<file path="src/rtl/muldiv_unit.sv">
// Multi-cycle RV32M multiply/divide unit for the execute stage.
// Accepts one op at a time, carries a writeback tag, and resolves
// divide-by-zero and signed-overflow divides without iterating.
//
// Handshakes: a transfer happens on a rising edge where valid && ready.
// The input side (in_valid/in_ready) only transfers in IDLE and never while
// flush is high. The output side holds out_valid, out and tag_out steady
// until out_ready is seen, and the unit only reopens in_ready on the cycle
// after that transfer.
module muldiv_unit #(
  parameter int DATA_WIDTH = 32,
  parameter int TAG_WIDTH  = 5
) (
  input  logic                  clk,
  input  logic                  rst,
  input  logic                  flush,
  input  logic                  in_valid,
  output logic                  in_ready,
  input  logic [2:0]            funct3,
  input  logic [DATA_WIDTH-1:0] input0,
  input  logic [DATA_WIDTH-1:0] input1,
  input  logic [TAG_WIDTH-1:0]  tag_in,
  output logic                  out_valid,
  input  logic                  out_ready,
  output logic [DATA_WIDTH-1:0] out,
  output logic [TAG_WIDTH-1:0]  tag_out
);

  localparam int W  = DATA_WIDTH;
  localparam int CW = $clog2(DATA_WIDTH) + 1;
  localparam logic [W-1:0] MIN_NEG = {1'b1, {(W-1){1'b0}}};

  typedef enum logic [2:0] {
    S_IDLE,
    S_MUL,
    S_DIV,
    S_FIX,
    S_DONE
  } state_t;

  state_t state, state_nx;

  // opa holds the multiplicand, or the dividend magnitude that shifts into
  // the quotient during a divide; opb holds the multiplier or divisor magnitude.
  logic [W-1:0]     opa, opb, rem;
  logic [1:0]       op_lo;
  logic [TAG_WIDTH-1:0] tag_q;
  logic [CW-1:0]    cnt;
  logic             neg_q, neg_r;

  // Request decode, including the fast-path divides
  logic         accept, in_signed, dvz, ovf, special;
  logic [W-1:0] special_res, a_mag, b_mag;

  assign accept      = in_valid && (state == S_IDLE) && !flush;
  assign in_signed   = !funct3[0];
  assign dvz         = (input1 == '0);
  assign ovf         = in_signed && (input0 == MIN_NEG) && (input1 == '1);
  assign special     = funct3[2] && (dvz || ovf);
  assign special_res = dvz ? (funct3[1] ? input0 : '1) : (funct3[1] ? '0 : input0);
  assign a_mag       = (in_signed && input0[W-1]) ? -input0 : input0;
  assign b_mag       = (in_signed && input1[W-1]) ? -input1 : input1;

  // Multiply: sign-extend each operand to 2W bits as the op demands;
  // the low 2W bits of the product are exact for every signedness mix.
  logic           a_s, b_s;
  logic [2*W-1:0] a_x, b_x, prod;
  logic [W-1:0]   mul_res;

  assign a_s     = (op_lo == 2'b01) || (op_lo == 2'b10);
  assign b_s     = (op_lo == 2'b01);
  assign a_x     = {{W{a_s && opa[W-1]}}, opa};
  assign b_x     = {{W{b_s && opb[W-1]}}, opb};
  assign prod    = a_x * b_x;
  assign mul_res = (op_lo == 2'b00) ? prod[W-1:0] : prod[2*W-1:W];

  // Restoring divide step: trial-subtract the divisor from the shifted
  // partial remainder; a clear borrow bit means the quotient bit is 1.
  logic [W:0]   r_sh, diff;
  logic [W-1:0] q_fix, r_fix;

  assign r_sh  = {rem, opa[W-1]};
  assign diff  = r_sh - {1'b0, opb};
  assign q_fix = neg_q ? -opa : opa;
  assign r_fix = neg_r ? -rem : rem;

  // State register
  always_ff @(posedge clk) begin
    if (rst) state <= S_IDLE;
    else     state <= state_nx;
  end

  // Next-state and handshake outputs; flush returns to IDLE from anywhere
  always_comb begin
    state_nx  = state;
    in_ready  = 1'b0;
    out_valid = 1'b0;
    unique case (state)
      S_IDLE: begin
        in_ready = 1'b1;
        if (accept) begin
          if (!funct3[2])   state_nx = S_MUL;
          else if (special) state_nx = S_DONE;
          else              state_nx = S_DIV;
        end
      end
      S_MUL: state_nx = S_DONE;
      S_DIV: if (cnt == CW'(W - 1)) state_nx = S_FIX;
      S_FIX: state_nx = S_DONE;
      S_DONE: begin
        out_valid = 1'b1;
        if (out_ready) state_nx = S_IDLE;
      end
      default: state_nx = S_IDLE;
    endcase
    if (flush) state_nx = S_IDLE;
  end

  // Datapath: operand capture, iteration, and result/tag registers
  always_ff @(posedge clk) begin
    if (rst) begin
      opa     <= '0;
      opb     <= '0;
      rem     <= '0;
      op_lo   <= '0;
      tag_q   <= '0;
      cnt     <= '0;
      neg_q   <= 1'b0;
      neg_r   <= 1'b0;
      out     <= '0;
      tag_out <= '0;
    end else begin
      unique case (state)
        S_IDLE: begin
          if (accept) begin
            op_lo <= funct3[1:0];
            tag_q <= tag_in;
            cnt   <= '0;
            rem   <= '0;
            opa   <= funct3[2] ? a_mag : input0;
            opb   <= funct3[2] ? b_mag : input1;
            neg_q <= in_signed && (input0[W-1] ^ input1[W-1]);
            neg_r <= in_signed && input0[W-1];
            if (special) begin
              out     <= special_res;
              tag_out <= tag_in;
            end
          end
        end
        S_MUL: begin
          out     <= mul_res;
          tag_out <= tag_q;
        end
        S_DIV: begin
          opa <= {opa[W-2:0], ~diff[W]};
          rem <= diff[W] ? r_sh[W-1:0] : diff[W-1:0];
          cnt <= cnt + CW'(1);
        end
        S_FIX: begin
          out     <= op_lo[1] ? r_fix : q_fix;
          tag_out <= tag_q;
        end
        default: ;
      endcase
    end
  end

endmodule

</file>
<file path="config.mk">
export PLATFORM = sky130hd
export DESIGN_NAME = muldiv_unit
export DESIGN_NICKNAME = d
export VERILOG_FILES = /design/src/rtl/muldiv_unit.sv
export SDC_FILE = /design/constraint.sdc
export NUM_CORES = 2
export LEC_CHECK = 0
export CAP_MARGIN = 0
export CELL_PAD_IN_SITES_DETAIL_PLACEMENT = 1
export CELL_PAD_IN_SITES_GLOBAL_PLACEMENT = 1
export CORE_AREA = 2 2 380 382
export CTS_CLUSTER_DIAMETER = 40
export DETAILED_ROUTE_END_ITERATION = 10
export DIE_AREA = 0 0 382 384
export HOLD_SLACK_MARGIN = 0.06
export PLACE_DENSITY = 0.67
export SKIP_LAST_GASP = 1
export SYNTH_ARGS = -nofsm -noshare
export SYNTH_HDL_FRONTEND = slang
export SYNTH_SLANG_ARGS = --single-unit
</file>
<file path="constraint.sdc">
create_clock -name clk -period 11.05 [get_ports clk]
set_input_delay 2.21 -clock clk [delete_from_list [all_inputs] [get_ports clk]]
set_output_delay 2.21 -clock clk [all_outputs]
set_load 0.05 [all_outputs]
</file>
==> impl_metrics.yaml <==
status:
  status: "finished clean"
pwr:
  p_total_mw: 3.06
  p_sw_frac: 0.504
  peakVddDrop_mv: 0.115
  clockPowerShare: 0.226
  power_frac_seq: 0.215
  p_sw_mw: 1.54
  power_per_cell_area_nw_per_um2: 57.3
  combPwrFrac: 0.559
  p_int_mw: 1.52
  p_leak_nw: 23.8
clocking:
  post_cts_buffers: 0
  cts_sinks: 151
  cts_resized: 0
  clock_latency_ns: 0.47
  numCtsBuffers: 17
  cts.path.max_buffers: 2
  ctsHoldBuffers: 0
  cts-root-buf: "clkbuf_16"
  htree_num_levels: 4
  path_clk_slew_ns: 0.08
  cts_tree: "done"
synthesis:
  synthDistinctLibCells: 77
  postSynthAreaPerCell_um2: 8.43
  synth-edff-count: 0
  synth-seq-cells: 151
  ys_warn_count: 0
  async_reset_ff_frac: 0
  synth-seq-area-share: 0.0610
  synth_area_um2: 49600
  postSynthCellCount: 5878
  synth_fp_nets: 7334
  synth_ff_type: "dfxtp_1"
detailed_routing:
  ant_nets: 0
  num_vias: 41214
  vias_per_cell: 5.35
  finalWirelength_um: 196000
  drcViolationCount: 0
  first_iter_violations: 3228
  drtPass1Iterations: 6
  wire_per_inst_um: 25.5
cells_and_area:
  area_delta_synth_final_pct: 7.74
  final_nets: 7223
  postLayoutCellArea_um2: 53400
  drive_gt1_frac: 0.0386
  final_cells: 7698
  final_cell_mix: "inv_1, fa_1, nand2_1"
  final_common_cell: "inv_1"
floorplan:
  rows: 139
  die_h_um: 384
  start_util: 0.347
  die_x_um: 382
  die_area_um2: 147000
  pin_count: 116
  coreArea_um2: 143000
setup_path:
  crit_path_start_kind: "register"
  cp.required_ns: 11.39
  critical_path_class: "register to register"
  reg2reg_depth: 32
  slowest_stage: "fa_1"
  cp.arrival_ns: 10.25
  r2r_start: "op_lo[1]"
  regToRegEndpoint: "out[29]"
  cp-end-kind: "register"
  critical-path-max-stage-delay_ns: 1.00
  reg2reg_slack_ns: 1.14
  crit_path_max_fanout: 19
sta:
  finalHoldViolations: 0
  rsz0062_at_grt: "false"
  worst_slew_pin_slew_ns: 1.27
  post-route-period-util: 0.897
  period_minus_slack_ns: 9.91
  finalClockSkew_ns: 0.0222
  finalSetupViolCount: 0
  whs_ns: 0.455
  fmax_ghz: 0.101
  slew_headroom: 0.152
  slew_viol_final: 0
  tns_ns: 0
place:
  place_hpwl_um: 160000
  dp.cells: 7651
  dpl_cell_area_um2: 52700
  io_buffers: 115
  gp_congestion: 0.986
global_route:
  antenna_found_initial: 25
  grt_pass1_wl_um: 295000
  grt_overflow_total: 0
  track_usage: 0.271
  grt_max_degree: 67
  grt_pass1_vias: 45317
hold_path:
  min_to: "tag_q[2]"
  hold_class: "register to register"
  min-delay-start: "tag_q[2]"
  hold-path-cell-count: 2
job:
  cap_viol_max_count: 0
kinds of logic after synthesis:
family          synth area share
flops                     0.0610
mux                      0.00709
buf+inv                    0.124
compound gates            0.0919
simple gates               0.157
fa+ha+maj                  0.523
xor+xnor                  0.0355
synthesized netlist by cell type, types with 9 or more instances:
| cell | instances | area [µm²] |
|---|---|---|
| a211oi_1 | 48 | 360 |
| a21o_1 | 37 | 278 |
| a21oi_1 | 198 | 991 |
| a221oi_1 | 9 | 78.8 |
| a22oi_1 | 33 | 248 |
| a31oi_1 | 33 | 206 |
| and2_1 | 231 | 1450 |
| and3_1 | 32 | 200 |
| buf_1 | 58 | 218 |
| buf_2 | 11 | 55.1 |
| clkbuf_1 | 299 | 1120 |
| dfxtp_1 | 151 | 3020 |
| fa_1 | 1126 | 22500 |
| ha_1 | 253 | 3170 |
| inv_1 | 1260 | 4730 |
| maj3_1 | 23 | 230 |
| mux2i_1 | 34 | 340 |
| nand2_1 | 1007 | 3780 |
| nand2b_1 | 27 | 169 |
| nand3_1 | 39 | 195 |
| nand4_1 | 22 | 138 |
| nor2_1 | 231 | 867 |
| nor2b_1 | 17 | 106 |
| nor3_1 | 41 | 205 |
| nor4_1 | 23 | 144 |
| o211ai_1 | 13 | 97.6 |
| o21a_1 | 12 | 90.1 |
| o21ai_0 | 175 | 876 |
| o21bai_1 | 17 | 128 |
| o22ai_1 | 15 | 93.8 |
| o31ai_1 | 35 | 263 |
| o41ai_1 | 15 | 131 |
| or2_2 | 12 | 75.1 |
| or3_1 | 16 | 100 |
| or4_1 | 12 | 90.1 |
| xnor2_1 | 121 | 1060 |
| xor2_1 | 80 | 701 |
state kept, by name, summed over array words and instances, names as in the netlist:
| register | cells |
|---|---|
| rem | 32 |
| neg_q | 1 |
| opa | 32 |
| cnt | 6 |
| tag_q | 5 |
| op_lo | 2 |
| out | 32 |
| tag_out | 5 |
| state | 3 |
| neg_r | 1 |
| opb | 32 |
routing by layer:
layer / share of wire / track usage / routed length [µm]
met3: 0.054 / 0.0297 / 10600
met4: 0.046 / 0.110 / 8960
met5: 0.000056 / 0 / 11
met1: 0.42 / 0.358 / 82600
met2: 0.48 / 0.454 / 93900
area by class of cell:
| type | count | area, µm² |
|---|---|---|
| timing repair buffer | 238 | 2100 |
| antenna | 15 | 37.5 |
| fill | 16902 | 89400 |
| clock inverter | 13 | 193 |
| tap | 1903 | 2380 |
| clock buffer | 19 | 453 |
| sequential | 151 | 3060 |
| multi-input combinational | 4098 | 40400 |
| inverter | 1261 | 4730 |
critical path: cells and delay by family, from the launching register on:
family                   cells  cell delay [ns]
buffers and inverters       10             1.75
flip-flops                   1             0.33
AND/OR/NAND/NOR              2             0.34
adder cells (fa/ha/maj)     10             5.07
AO/OA/AOI/OAI                9             2.05
XOR/XNOR                     1             0.18
stage by stage:
stage,utilization,setup WS (ns)
6_report,0.374,1.14
5_1_grt,0.374,0.611
4_1_cts,0.374,1.26
3_5_place_dp,0.369,1.30
3_3_place_gp,0.369,1.58
2_1_floorplan,-,2.38
worst max-delay path by stage:
stage	slack, ns	from	endpoint
2_1_floorplan	2.38	op_lo[1]	out[29]
3_3_place_gp	1.58	op_lo[1]	out[29]
3_5_place_dp	1.30	op_lo[1]	out[29]
4_1_cts	1.26	op_lo[1]	out[29]
5_1_grt	0.61	op_lo[1]	out[29]
6_report	1.14	op_lo[1]	out[29]
power groups by stage:
stage	clock (mW)	sequential [mW]	combinational, mW
2_1_floorplan	0	0.595	1.05
5_1_grt	0.716	0.660	1.86
4_1_cts	0.697	0.658	1.70
3_5_place_dp	0	0.670	1.69
6_report	0.691	0.658	1.71
3_3_place_gp	0	0.669	1.66
(Power assumes the default switching activity.)
